File: src/rtl/seq_detect_pkg.sv
// -----------------------------------------------------------------------------
// seq_detect_pkg
// Shared definitions for the parametrised sequence detector.
//   state_t   : detector FSM encoding (IDLE, FILL, HUNT)
//   fill_w()  : width needed to count 0..seq_len valid symbols
// -----------------------------------------------------------------------------
package seq_detect_pkg;

    typedef enum logic [1:0] {
        IDLE = 2'd0,    // not armed, symbols ignored
        FILL = 2'd1,    // fewer than SEQ_LEN valid symbols held since arm/clear
        HUNT = 2'd2     // history full, every valid symbol is compared
    } state_t;

    function automatic int fill_w(input int seq_len);
        return $clog2(seq_len + 1);
    endfunction

endpackage

File: src/rtl/sym_hist_shreg.sv
// -----------------------------------------------------------------------------
// sym_hist_shreg
// SEQ_LEN-deep shift register of SYM_W-bit symbols with clear and enable.
// Symbol 0 (oldest) sits in the LSBs; a shift drops the oldest symbol and
// places i_sym in the top slot.
//   clk          : clock
//   res          : synchronous active-low reset
//   i_clr        : clear all stages (wins over i_en)
//   i_en         : shift i_sym in
//   i_sym        : incoming symbol
//   o_hist_next  : history as it will be after this edge when not cleared
//                  (shifted view when i_en=1, current contents otherwise)
// -----------------------------------------------------------------------------
module sym_hist_shreg #(
    parameter int SYM_W   = 2,
    parameter int SEQ_LEN = 4
) (
    input  logic                     clk,
    input  logic                     res,
    input  logic                     i_clr,
    input  logic                     i_en,
    input  logic [SYM_W-1:0]         i_sym,
    output logic [SEQ_LEN*SYM_W-1:0] o_hist_next
);

    localparam int HIST_W = SEQ_LEN * SYM_W;

    logic [HIST_W-1:0] r_hist;
    logic [HIST_W-1:0] w_shift;

    // Each slot takes the next-newer slot; the newest slot takes i_sym.
    genvar gi;
    generate
        for (gi = 0; gi < SEQ_LEN; gi++) begin : g_stage
            if (gi == SEQ_LEN - 1) begin : g_top
                assign w_shift[gi*SYM_W +: SYM_W] = i_sym;
            end else begin : g_mid
                assign w_shift[gi*SYM_W +: SYM_W] = r_hist[(gi+1)*SYM_W +: SYM_W];
            end
        end
    endgenerate

    assign o_hist_next = i_en ? w_shift : r_hist;

    always_ff @(posedge clk) begin
        if (!res) begin
            r_hist <= '0;
        end else if (i_clr) begin
            r_hist <= '0;
        end else begin
            r_hist <= o_hist_next;
        end
    end

endmodule

File: src/rtl/seq_detect_param.sv
// -----------------------------------------------------------------------------
// seq_detect_param
// Parametrised symbol-sequence detector with overlapping / non-overlapping
// mode, registered match pulse and saturating match counter.
//   clk        : clock, rising edge
//   res        : synchronous active-low reset
//   sym_in     : input symbol, qualified by sym_vld
//   sym_vld    : sym_in valid this cycle
//   pat_in     : pattern, symbol 0 (first expected) in the LSBs
//   load       : latch pat_in and (re)arm; wins over a same-cycle symbol
//   ovl        : 1 = overlapping matches, 0 = history restarts after a match
//   cnt_clr    : synchronous clear of match_cnt (wins over a same-cycle match)
//   y          : one-cycle match pulse, one cycle after the completing symbol
//   match_cnt  : saturating match count
//   armed      : detector is in FILL or HUNT
// -----------------------------------------------------------------------------
module seq_detect_param
    import seq_detect_pkg::*;
#(
    parameter int SYM_W   = 2,
    parameter int SEQ_LEN = 4,
    parameter int CNT_W   = 8
) (
    input  logic                     clk,
    input  logic                     res,
    input  logic [SYM_W-1:0]         sym_in,
    input  logic                     sym_vld,
    input  logic [SEQ_LEN*SYM_W-1:0] pat_in,
    input  logic                     load,
    input  logic                     ovl,
    input  logic                     cnt_clr,
    output logic                     y,
    output logic [CNT_W-1:0]         match_cnt,
    output logic                     armed
);

    localparam int PAT_W  = SEQ_LEN * SYM_W;
    localparam int FILL_W = fill_w(SEQ_LEN);

    state_t              r_state;
    state_t              w_state_next;
    logic [PAT_W-1:0]    r_pat;
    logic [FILL_W-1:0]   r_fill;
    logic [FILL_W-1:0]   w_fill_next;
    logic                r_y;
    logic [CNT_W-1:0]    r_cnt;
    logic                r_armed;

    logic                w_hist_en;
    logic                w_hist_clr;
    logic                w_match;
    logic [PAT_W-1:0]    w_hist_next;

    // Shift enable depends only on inputs and state, never on the match
    // result, so the compare path through the history mux stays acyclic.
    assign w_hist_en = !load && (r_state != IDLE) && sym_vld;

    sym_hist_shreg #(
        .SYM_W   (SYM_W),
        .SEQ_LEN (SEQ_LEN)
    ) u_hist (
        .clk         (clk),
        .res         (res),
        .i_clr       (w_hist_clr),
        .i_en        (w_hist_en),
        .i_sym       (sym_in),
        .o_hist_next (w_hist_next)
    );

    always_comb begin
        w_state_next = r_state;
        w_fill_next  = r_fill;
        w_hist_clr   = 1'b0;
        w_match      = 1'b0;

        if (load) begin
            w_state_next = FILL;
            w_fill_next  = '0;
            w_hist_clr   = 1'b1;
        end else begin
            case (r_state)
                IDLE: begin
                    w_state_next = IDLE;
                end
                FILL, HUNT: begin
                    if (sym_vld) begin
                        // The window is complete either already (HUNT) or
                        // with this very symbol (last FILL slot).
                        if ((r_state == HUNT) || (r_fill == FILL_W'(SEQ_LEN - 1))) begin
                            w_match = (w_hist_next == r_pat);
                            if (w_match && !ovl) begin
                                w_state_next = FILL;
                                w_fill_next  = '0;
                                w_hist_clr   = 1'b1;
                            end else begin
                                w_state_next = HUNT;
                                w_fill_next  = FILL_W'(SEQ_LEN);
                            end
                        end else begin
                            w_fill_next = r_fill + 1'b1;
                        end
                    end
                end
                default: begin
                    w_state_next = IDLE;
                end
            endcase
        end
    end

    always_ff @(posedge clk) begin
        if (!res) begin
            r_state <= IDLE;
            r_fill  <= '0;
            r_pat   <= '0;
            r_y     <= 1'b0;
            r_cnt   <= '0;
            r_armed <= 1'b0;
        end else begin
            r_state <= w_state_next;
            r_fill  <= w_fill_next;
            if (load) begin
                r_pat <= pat_in;
            end
            r_y     <= w_match;
            r_armed <= (w_state_next != IDLE);
            if (cnt_clr) begin
                r_cnt <= '0;
            end else if (w_match && (r_cnt != {CNT_W{1'b1}})) begin
                r_cnt <= r_cnt + 1'b1;
            end
        end
    end

    assign y         = r_y;
    assign match_cnt = r_cnt;
    assign armed     = r_armed;

endmodule

File: config.mk
export PLATFORM = sky130hd
export DESIGN_NAME = seq_detect_param
export DESIGN_NICKNAME = d
export VERILOG_FILES = /design/src/rtl/seq_detect_pkg.sv /design/src/rtl/sym_hist_shreg.sv /design/src/rtl/seq_detect_param.sv
export SDC_FILE = /design/constraint.sdc
export NUM_CORES = 1
export LEC_CHECK = 0
export CAP_MARGIN = 20
export CORE_ASPECT_RATIO = 0.75
export CORE_MARGIN = 10
export CORE_UTILIZATION = 57
export DETAILED_ROUTE_END_ITERATION = 7
export GPL_ROUTABILITY_DRIVEN = 0
export HOLD_SLACK_MARGIN = 0.02
export PLACE_DENSITY = 0.93
export SYNTH_ARGS = -nofsm -noshare
export SYNTH_HDL_FRONTEND = slang
export SYNTH_SLANG_ARGS = --single-unit
File: constraint.sdc
create_clock -name clk -period 4.3 [get_ports clk]
set_input_delay 1.075 -clock clk [delete_from_list [all_inputs] [get_ports clk]]
set_output_delay 1.075 -clock clk [all_outputs]
set_load 0.02 [all_outputs]
==> impl_results.md <==
* Initial DRT Pass Iterations at 4
* CTS Root Cell: clkbuf_8
* WHS Endpoint: r_fill[1]
* Worst Hold Depth at 2
* Min setup slack post-route at around 0.85 ns
* HP Class: reg2reg
* CTS tree: built
* Worst slew pin tran at about 0.40 ns
* Hold wc startpoint: r_fill[1]
* FFs w/ async S/R, synth at 0
* Worst Setup End Kind: register
* Buffers added on ports at 25
* Most common library cell in the layout ignoring fill and taps: dfxtp_1
* Setup Viol. Count Final at 0
* Sequential element share of the synthesized area at 0.379
* P per Cell Area at just over 300 nW/um2
* CP arrival at 3.66 ns
* Hold Fails Final Rpt at 0
* Initial core utilization at 0.611
* Fin util at 0.752
* Post-synth cell types at 44
* Ys Warns at 0
* Pin count of the biggest net entering global routing at 14
* Area of the mapped netlist at 1640 um2
* Final period utilization at 0.802
* Fin Setup TNS at 0 ns
* Slew HR at 0.731
* Vias per inst at slightly below 6
* Layout cells sized above 1 at 0.100
* Outcome: finished clean
* Post-synth EDFFs at 0
* Post-route minimum period at roughly 3.4 ns
* Rows at 16
* Max Slew Vio Count at 0
* Die H at 66.4 um
* Final clock skew at roughly 0.0084 ns
* Syn Nets at between 200 and 250
* Setup Fix Bufs, Post-CTS at 0
* Initial antenna violation count at 0
* Max_cap viols at 0
* FF-to-FF Start: r_state[0]
* Gr usage total at 0.150
* First-pass GRT wire length at about 6.5 mm
* Fill count at ~190
* # hold bufs at CTS at 0
* Post_cts resized at 0
* Syn Area/Cell at roughly 8.6 um2
* Clock Pin Slew Worst Setup and Hold Paths at ~0.060 ns
* Post-Synthesis Cells at approximately 190
* Main area contributors after synthesis: dfxtp_1 38%, mux2i_1 7.3%, nand2_1 5.5%, nor2_1 4.8%, a21oi_1 4.6%
* Vias in the first global route at roughly 1400
* Area Overhead vs Synth at 23.2%
* Max FO, Critical Path at 11
* CTS Buffer Depth at 2
* DP Worst Slack at 0.613 ns
* GR Overflow Total at 0
* ANT cells at 0
* FF+latch count, synth at 31
* Max Clk Rate at between 200 and 300 MHz
* DR vias at approximately 1500
* Core box area at around 2700 um2
* Initial DRC count at 95
* Die Wd at 81.9 um
* Worst Reg-to-Reg Cells at 8
* Worst setup path startpoint: load
* Lkg Pwr at slightly below 0.0008 uW
* R2r setup slk at ~1.7 ns
* Die area at approximately 5400 um2
* Crit path kind: in2reg
* Total Nets Final at between 200 and 250
* Sink Count at 31
* Detailed-route wire length per cell at 15.5 um
* CTS Buf Count at 5
* Worst path required time at ~4.5 ns
* Critical Path Start Type: input pin
* Hpwl dp at 2.96 mm
* WL final at approximately 4 mm
* Leading area contributor after synthesis: dfxtp_1
* IO Count at 26
* Most used DFF post-synth: dfxtp_1
* RSZ-0062 raised after global routing: false
* H-tree lvl count at 2
* Clk_lat worst skew at 0.29 ns
* Worst vdd ir at 251 uV
* Most frequent cells in the layout: 31 x dfxtp_1, 25 x clkdlybuf4s50_1, 24 x nand2_1
* Remaining DRCs at 0
* Detail Route Antenna Nets at 0
* R2R Path End: match_cnt[4]
* Synth top area share at 0.379
[area by class of cell]
class	count	area, um2	share of cell area
multi-input cells	143	942	0.467
flip-flops and latches	31	621	0.308
repair buffers	28	273	0.135
clock buffers	8	100	0.0496
well taps	36	45.0	0.0223
inverters	10	37.5	0.0186
[worst max path at each step]
stage / to / slack [ns] / cells past startpoint
floorplan: match_cnt[5] / 1.49 / 8
global placement: armed / 0.75 / 8
detailed placement: match_cnt[4] / 0.61 / 7
CTS: match_cnt[4] / 0.89 / 7
global route: match_cnt[4] / 0.69 / 7
finish: match_cnt[4] / 0.85 / 7
[cells by family (layout without fill, tap and decap cells)]
group                    count (synthesis)  count (layout)  share of synthesized area
AND/OR/NAND/NOR                         85              85                      0.287
AO/OA/AOI/OAI                           36              36                      0.148
flip-flops                              31              31                      0.379
buffers and inverters                   17              46                     0.0458
multiplexers                            13              13                     0.0802
adder cells (fa/ha/maj)                  5               5                     0.0382
XOR/XNOR                                 4               4                     0.0214
[report_power, final]
group / switching [uW] / leakage [uW] / internal [uW]
registers: 5.70 / 0.000252 / 293
clock network: 111 / 0.0000515 / 146
logic: 32.4 / 0.000472 / 33.9
[synthesized netlist by cell type (all sizes together), types with 2 or more instances]
| library cell | number |
|---|---|
| dfxtp | 31 |
| nand2 | 24 |
| nor2 | 21 |
| a21oi | 16 |
| mux2i | 12 |
| nand2b | 11 |
| inv | 9 |
| buf | 6 |
| ha | 5 |
| nor2b | 5 |
| o21ai | 5 |
| and4 | 4 |
| or2 | 4 |
| or3 | 3 |
| xor2 | 3 |
| a221o | 2 |
| a221oi | 2 |
| a31o | 2 |
| a31oi | 2 |
| and2 | 2 |
| o221ai | 2 |
[per-layer routing]
layer  track usage  vias up  wire [um]
met5             0        -          0
met4        0.0805        0         82
met3        0.0571        9        271
met2         0.240       52       1920
met1         0.169      703       1700
li1              -      723          -
[worst max-delay path, cell delays in order]
cell	delay [ns]
clkdlybuf4s50_1	0.61
or3b_4	0.55
mux2i_1	0.24
o221ai_1	0.21
nand4bb_2	0.36
or4_1	0.50
o21ai_0	0.09
[per-stage QoR]
stage          hold WS [ns]  instance area (um2)  std cells  power [uW]
2_1_floorplan         0.436                 1640        191         344
3_3_place_gp          0.442                 1920        248         367
3_5_place_dp          0.459                 1920        248         370
4_1_cts               0.468                 2020        256         620
5_1_grt               0.516                 2020        256         638
6_report              0.467                 2020        256         623
[flip-flops by register name (all words and copies together), names as in the netlist]
| signal | count |
|---|---|
| r_fill | 3 |
| r_pat | 8 |
| armed | 1 |
| u_hist.r_hist | 8 |
| r_state | 2 |
| match_cnt | 8 |
| y | 1 |
Power figures use the tool's default switching activity.
